==> config.mk <==
export PLATFORM = sky130hd
export DESIGN_NAME = pipe_fetch
export DESIGN_NICKNAME = d
export VERILOG_FILES = /design/src/rtl/pipe_pkg.sv /design/src/rtl/pipe_npc.sv /design/src/rtl/pipe_fetch.sv
export SDC_FILE = /design/constraint.sdc
export NUM_CORES = 1
export LEC_CHECK = 0
export ABC_CLOCK_PERIOD_IN_PS = 4690
export BUFFER_PORTS_ARGS = -buffer_cell sky130_fd_sc_hd__buf_2
export CORE_ASPECT_RATIO = 0.7
export CORE_MARGIN = 10
export CORE_UTILIZATION = 55
export CTS_CLUSTER_SIZE = 8
export DETAILED_ROUTE_END_ITERATION = 6
export PLACE_DENSITY = 0.84
export SYNTH_ARGS = -nofsm -noshare
export SYNTH_HDL_FRONTEND = slang
export SYNTH_HIERARCHICAL = 1
export SYNTH_SLANG_ARGS = --single-unit
==> constraint.sdc <==
create_clock -name clock -period 4.69 [get_ports clock]
set_clock_uncertainty 0.1 [all_clocks]
set_input_delay 0.938 -clock clock [delete_from_list [all_inputs] [get_ports clock]]
set_output_delay 0.938 -clock clock [all_outputs]
set_load 0.01 [all_outputs]
==> src/rtl/pipe_pkg.sv <==
// Shared definitions for the fetch stage: pcsource encodings, bubble word and fetch FSM states.
// The optional PIPE_FLUSH_EN macro is consumed by pipe_fetch, not by this package.
package pipe_pkg;

  localparam logic [1:0] PC_SEQ = 2'b00;
  localparam logic [1:0] PC_BR  = 2'b01;
  localparam logic [1:0] PC_JR  = 2'b10;
  localparam logic [1:0] PC_J   = 2'b11;

  // sll $0,$0,0
  localparam logic [31:0] NOP_INST_DEFAULT = 32'h0000_0000;

  typedef enum logic [0:0] {
    RUN  = 1'b0,
    PEND = 1'b1
  } fetch_state_t;

  function automatic logic [31:0] pc_plus4(input logic [31:0] pc);
    return pc + 32'd4;
  endfunction

endpackage

==> src/rtl/pipe_npc.sv <==
// Next-PC selection: 4:1 pcsource mux with the captured pending redirect taking priority.
// Purely combinational; all state lives in pipe_fetch.
module pipe_npc
  import pipe_pkg::*;
(
  input  logic [1:0]  pcsource,
  input  logic [31:0] pc4,
  input  logic [31:0] bpc,
  input  logic [31:0] jpc,
  input  logic [31:0] da,
  input  logic        pend,
  input  logic [31:0] pend_tgt,
  output logic [31:0] sel_tgt,
  output logic        redirect,
  output logic [31:0] npc
);

  always_comb begin
    sel_tgt = pc4;
    case (pcsource)
      PC_SEQ:  sel_tgt = pc4;
      PC_BR:   sel_tgt = bpc;
      PC_JR:   sel_tgt = da;
      PC_J:    sel_tgt = jpc;
      default: sel_tgt = pc4;
    endcase
  end

  assign redirect = (pcsource != PC_SEQ);
  assign npc      = pend ? pend_tgt : sel_tgt;

endmodule

==> src/rtl/pipe_fetch.sv <==
// Instruction fetch plus IF/ID register with ready handshake and load-use stall.
// Define PIPE_FLUSH_EN to replace the branch delay slot with a one-cycle bubble.
module pipe_fetch
  import pipe_pkg::*;
#(
  parameter logic [31:0] RESET_PC = 32'h0000_0000,
  parameter logic [31:0] NOP_INST = NOP_INST_DEFAULT
) (
  input  logic        clock,
  input  logic        resetn,
  input  logic [1:0]  pcsource,
  input  logic [31:0] bpc,
  input  logic [31:0] jpc,
  input  logic [31:0] da,
  input  logic        wpcir,
  input  logic [31:0] imem_rdata,
  input  logic        imem_ready,
  output logic [31:0] pc,
  output logic        imem_req,
  output logic [31:0] dpc4,
  output logic [31:0] inst
);

  fetch_state_t state_q, state_d;
  logic [31:0]  pc_q, pc_d;
  logic [31:0]  dpc4_q, dpc4_d;
  logic [31:0]  inst_q, inst_d;
  logic [31:0]  pend_tgt_q, pend_tgt_d;

  logic [31:0]  pc4;
  logic [31:0]  sel_tgt;
  logic [31:0]  npc;
  logic         redirect;
  logic         pend;

  assign pc4  = pc_plus4(pc_q);
  assign pend = (state_q == PEND);

  pipe_npc u_npc (
    .pcsource (pcsource),
    .pc4      (pc4),
    .bpc      (bpc),
    .jpc      (jpc),
    .da       (da),
    .pend     (pend),
    .pend_tgt (pend_tgt_q),
    .sel_tgt  (sel_tgt),
    .redirect (redirect),
    .npc      (npc)
  );

`ifdef PIPE_FLUSH_EN
  logic taken;
  assign taken = pend || redirect;
`endif

  always_comb begin
    state_d    = state_q;
    pc_d       = pc_q;
    dpc4_d     = dpc4_q;
    inst_d     = inst_q;
    pend_tgt_d = pend_tgt_q;
    if (!wpcir) begin
      if (imem_ready) begin
        pc_d    = npc;
        state_d = RUN;
`ifdef PIPE_FLUSH_EN
        if (taken) begin
          inst_d = NOP_INST;
          dpc4_d = npc;
        end else begin
          inst_d = imem_rdata;
          dpc4_d = pc4;
        end
`else
        inst_d = imem_rdata;
        dpc4_d = pc4;
`endif
      end else begin
        inst_d = NOP_INST;
        // Only the first redirect seen while memory is busy is kept; later ones follow bubbles.
        if (!pend && redirect) begin
          pend_tgt_d = sel_tgt;
          state_d    = PEND;
        end
      end
    end
  end

  always_ff @(posedge clock) begin
    if (!resetn) begin
      state_q    <= RUN;
      pc_q       <= RESET_PC;
      dpc4_q     <= 32'h0000_0000;
      inst_q     <= NOP_INST;
      pend_tgt_q <= 32'h0000_0000;
    end else begin
      state_q    <= state_d;
      pc_q       <= pc_d;
      dpc4_q     <= dpc4_d;
      inst_q     <= inst_d;
      pend_tgt_q <= pend_tgt_d;
    end
  end

  // The request follows reset directly so it drops in the same cycle reset is asserted.
  assign imem_req = resetn;
  assign pc       = pc_q;
  assign dpc4     = dpc4_q;
  assign inst     = inst_q;

endmodule
# [Yosys cells after proc, flatten, opt, wreduce, memory -nomap -nowiden]
# Cells that the tools add are included.
# Widths: inputs -> output; s select.
[op_classes] addsub=1 multipliers=0 div_mod_pow=0 n_lt_le_gt_ge=0 n_eq_ne=3 n_shift=0 mux=5 bitwise_logic=2 reduce_logical=8
[ops] cell="$pmux 32 s4" n=1
[ops] cell="$mux 32" n=2
[ops] cell="$add 32x3->32 const B" n=1
[ops] cell="$eq 2x2->1 const B" n=2
[ops] cell="$reduce_and 2->1" n=2
[ops] cell="$reduce_bool 2->1" n=2
[ops] cell="$reduce_and 3->1" n=1
[ops] cell="$eq 2x1->1 const B" n=1
[ops] cell="$logic_not 2->1" n=1
[ops] cell="$mux 1" n=2
[ops] cell="$not 1->1" n=2
[ops] cell="$logic_and 1x1->1" n=1
[ops] cell="$logic_not 1->1" n=1
[totals] reg_bits=129 latch_bits=0 ram_bits=0 romBits=0 in_bits=134 word_cells=24 mem_count=0

# [Longest topological paths before layout]
[logic_depth] word_depth=4 mapped_depth=11 depth_no_buf=9

# [Hierarchy]
# Netlist, hierarchy kept.
[by_module_without_submodules] module="pipe_fetch" n_inst=1 cells_each=512 area_per_inst_um2=5047.3 seq_area_each_um2=2582.5
[by_module_without_submodules] module="pipe_npc" n_inst=1 cells_each=217 area_per_inst_um2=2009.4 seq_area_each_um2=0.0

# [Worst setup path before layout]
# OpenSTA, ideal clock, no wires.
[synth_path] kind="input to register" from="input pcsource[0]" to="register pend_tgt_q[10]" arrival_ps=2326 t_required_ps=4520 slack_ps=2194 stages=9 path_cell_list="buf_6 > buf_2 > or2_2 > nand2b_1 > or3_1 > clkbuf_1 > clkbuf_1 > nand2_1 > a21boi_1"
[synth_between] elab_chain_len=3 elab_cells_between_ends=8 classes_between="eq/ne (3); mux (1); reduce/logical (4)"
[synth_rtl] element="start: declaration" line_no="pipe_fetch.sv:11" rtl="input logic [1:0] pcsource,"
[synth_rtl] element="$reduce_bool 2->1" line_no="pipe_npc.sv:29" rtl="assign redirect = (pcsource != PC_SEQ);"
[synth_rtl] element="named net redirect" line_no="pipe_fetch.sv:33" rtl="logic redirect;"
[synth_rtl] element="$logic_and 1x1->1" line_no="pipe_fetch.sv:82" rtl="if (!pend && redirect) begin"
[synth_rtl] element="$reduce_and 3->1 (no source line)"
[synth_rtl] element="end signal: assignment" line_no="pipe_fetch.sv:102" rtl="pend_tgt_q <= pend_tgt_d;"
[synth_rtl] element="end: declaration" line_no="pipe_fetch.sv:28" rtl="logic [31:0] pend_tgt_q, pend_tgt_d;"
# The timed path passes the listed nets, and every way through them passes these cells.
# A chain may end at the register's enable or synchronous reset.

# [Worst setup path in the final report]
[layout_path] from="register pc_q[2], in the netlist pc[2]" to="register pc_q[28], in the netlist pc[28]"
[layout_between] elab_chain_len=3
[layout_rtl] element="start: declaration" line_no="pipe_fetch.sv:25" rtl="logic [31:0] pc_q, pc_d;"
[layout_rtl] element="start signal: assignment" line_no="pipe_fetch.sv:99" rtl="pc_q <= pc_d;"
[layout_rtl] element="$add 32x3->32" line_no="pipe_pkg.sv:19" rtl="return pc + 32'd4;"
[layout_rtl] element="named net pc4[28]" line_no="pipe_fetch.sv:30" rtl="logic [31:0] pc4;"
[layout_rtl] element="$pmux 32 s4" line_no="pipe_npc.sv:20" rtl="case (pcsource)"
[layout_rtl] element="$mux 32" line_no="pipe_npc.sv:30" rtl="assign npc = pend ? pend_tgt : sel_tgt;"
[layout_rtl] element="named net npc[28]" line_no="pipe_fetch.sv:32" rtl="logic [31:0] npc;"
# The timed path passes the listed nets, and every way through them passes these cells.

==> impl_metrics.csv <==
group,metric,value,unit
sta,postLayoutSetupSlackWorst,1500,ps
clock_network,cts.htree.levels,4,
yosys,ys_seq_area_share,36.6,%
final_layout,final-instance-count-excl-fill,1097,
clock_network,cts.reportedPaths.clkPinSlew,60,ps
flow_run,drv.max_cap_violation_count,0,
grt,grt-ovfl-total,0,
place,place_area,8110,um^2
route,met2RoutedLength,9750,um
hold_path,min_from,"pend_tgt_q[21]$_SDFFE_PN0P_",
grt,grt_first_pass_wirelength,35200,um
yosys,synth.ff_latch_count,129,
grt,pin_count_of_the_biggest_net_entering_global_routing,52,
final_layout,insertedDiodeCount,0,
final_layout,layout-area-overhead-vs-synth,24.2,%
worst_setup_path,arrival_time_of_the_worst_setup_path,3390,ps
route,postRouteWirelength,22700,um
sta,finalCriticalPeriod,3190,ps
yosys,synth_fp_nets,864,
clock_network,cts_tree,"done",
pwr,static-leakage-power,4.15,nW
worst_setup_path,critical_path.endpoint_type,"flop",
final_layout,final_area,8770,um^2
yosys,synth-edff-count,0,
route,route.top_layer_used,"met4",
place,io_buffers,230,
worst_setup_path,setup.worst_path.end,"pc[28]$_SDFFE_PN0P_",
floorplanning,initial_utilization,56.4,%
sta,maxClockFrequency,314,MHz
route,detailedRoute.firstIterationViolations,786,
place,dpl_worst_slack,1590,ps
sta,timing_worst_slew_pin_value,1200,ps
floorplanning,rows,34,
sta,slew-limit-headroom,19.8,%
worst_setup_path,critical-path-slowest-cell,"sky130_fd_sc_hd__nor2_1",
worst_setup_path,worst_setup_path_startpoint,"pc[2]$_SDFFE_PN0P_",
sta,timing.final.hold_violations,0,
sta,rsz0062_at_grt,"false",
grt,grt_pass1_vias,6251,
sta,setup_total_negative_slack,0,ps
route,drt_first_pass_iters,6,
final_layout,fill_cell_instance_count_of_the_final_layout,920,
worst_setup_path,cp_max_fo,13,
sta,setup_viol,0,
hold_path,hold_class,"flop to flop",
route,wl_per_cell,20.7,um
clock_network,clockBufferDepth,2,
final_layout,most-common-layout-cells,"sky130_fd_sc_hd__buf_2, sky130_fd_sc_hd__dfxtp_1, sky130_fd_sc_hd__nand2_1, sky130_fd_sc_hd__a22o_1, sky130_fd_sc_hd__mux2_4",
final_layout,drive_above_1_share,40.0,%
route,via_count,6576,
sta,drv_slew,0,
pwr,power_per_cell_area,357,nW/um^2
clock_network,clock_latency,400,ps
route,met1_length,9910,um
route,drc,0,
worst_setup_path,worstRegToRegCells,9,
yosys,synth-warning-count,6,
yosys,netlist-cell-type-count,48,
place,dpl.cell_count,1065,
yosys,avgSynthCellArea,9.68,um^2
clock_network,cts.root.buffer_cell,"sky130_fd_sc_hd__clkbuf_16",
worst_setup_path,start_kind,"flop",
floorplanning,io_pins,231,
floorplanning,design.core.area,12500,um^2
place,finalWeightedCongestion,0.862,
clock_network,inserted_clock_buffers,17,
grt,grt_usage,24.3,%
route,post_drt_via_cell_ratio,5.99,
worst_setup_path,worstPathRequired,4890,ps
floorplanning,die_x,155,um
pwr,design_power_total,3.13,mW
worst_setup_path,r2r_start,"pc[2]$_SDFFE_PN0P_",
final_layout,layout_commonest_cell,"sky130_fd_sc_hd__buf_2",
yosys,synthesized_area,7060,um^2
grt,antenna_violations_before_repair,0,
floorplanning,chipHeight,115,um
clock_network,cts.sink_count,129,
clock_network,cts-hold-fix-buffers,0,
worst_setup_path,crit-reg2reg-capture,"pc[28]$_SDFFE_PN0P_",
worst_setup_path,crit_path_max_incr_delay,790,ps
worst_setup_path,worstPathCellList,"ha_1 -> nand3_1 -> nor2_1 -> and3_1 -> xor2_1 -> mux2_2 -> o22ai_1 -> a21oi_1 -> a22o_1",
final_layout,num-nets-final,1057,
place,dp_hpwl,16600,um
outcome,status,"finished clean",
worst_setup_path,worstSetupPathType,"flop to flop",
pwr,power.ir.vdd_worst,0.259,mV
route,wl_met3,2700,um
clock_network,post_cts_setup_buffer_count,0,
floorplanning,die_area,17800,um^2
yosys,postSynth.topFlopCell,"sky130_fd_sc_hd__dfxtp_1",
worst_setup_path,rrSetupSlack,1500,ps
clock_network,cts_repair_resize_count,0,
yosys,synthArstFlopShare,0,%
sta,min_period_over_period,68.0,%
yosys,syn_inst,729,
route,final_ant_viol_nets,0,
layer usage:
metal,track usage (%),vias up
li1,-,3044
met1,34.0,3102
met2,35.3,404
met3,7.80,26
met4,6.78,0
met5,0,-
state kept, by name, indices dropped and copies added, names as in the netlist:
register	count
pend_tgt_q	32
pc	32
dpc4	32
inst	32
pend	1
worst max-delay path, delay by kind of cell, from the launching register on:
kind                     cells  cell delay (ps)
AO/OA/AOI/OAI                3              510
XOR/XNOR                     1               90
adder cells (fa/ha/maj)      1              270
flip-flops                   1              520
multiplexers                 1              290
AND/OR/NAND/NOR              3             1300
synth_stat cells (all sizes together), types with 2 or more instances:
library cell	count	area, um^2
or2	3	18.8
o22ai	32	200
and3	10	62.6
nand2	91	342
a31oi	5	31.3
clkbuf	26	97.6
o211ai	4	30.0
mux2	96	1320
and2	2	12.5
a22o	79	692
nor4	2	27.5
buf	40	297
a21oi	34	170
and4	9	78.8
dfxtp	129	2580
nor2	17	66.3
inv	35	131
a21boi	34	255
xor2	16	140
nand4	9	68.8
a221o	9	90.1
nor3	3	15.0
a41oi	3	26.3
or4	3	22.5
nand3	12	60.1
xnor2	12	105
a211o	2	17.5
nand2b	3	18.8
kinds of logic after synthesis:
family                     synth area share (%)
and+or+nand+nor                            11.7
muxes                                      18.7
adders and majority gates                 0.177
buffers and inverters                      7.45
DFF                                        36.6
AOI/OAI and AO/OA                          21.9
xor gates and xnor gates                   3.48
layout make-up:
cell class / count / area (um^2) / share of cell area (%)
multi-input cells: 499 / 3970 / 45.2
flip-flops and latches: 129 / 2580 / 29.5
repair buffers: 240 / 1230 / 14.0
clock buffers: 22 / 474 / 5.41
well taps: 162 / 203 / 2.31
clock inverters: 10 / 180 / 2.06
inverters: 35 / 131 / 1.50
through the flow:
step | hold slack (ps) | utilization, %
2_1_floorplan | 335 | -
5_1_grt | 359 | 70.1
6_report | 352 | 70.1
3_5_place_dp | 340 | 64.9
3_3_place_gp | 336 | 64.9
4_1_cts | 353 | 70.1
power by group:
part / total [mW] / switching (mW) / internal, mW
clock: 1.46 / 0.473 / 0.983
combinational: 0.471 / 0.234 / 0.237
sequential: 1.20 / 0.0592 / 1.14
total: 3.13 / 0.766 / 2.36
worst min path at each step:
stage / endpoint / slack, ps / cells past startpoint
2_1_floorplan: pend_tgt_q[0]$_SDFFE_PN0P_ / 340 / 2
3_3_place_gp: dpc4[2]$_SDFFE_PN0P_ / 340 / 2
3_5_place_dp: dpc4[2]$_SDFFE_PN0P_ / 340 / 2
4_1_cts: dpc4[2]$_SDFFE_PN0P_ / 350 / 2
5_1_grt: dpc4[2]$_SDFFE_PN0P_ / 360 / 2
6_report: pend_tgt_q[21]$_SDFFE_PN0P_ / 350 / 2
Power figures use the tool's default switching activity.
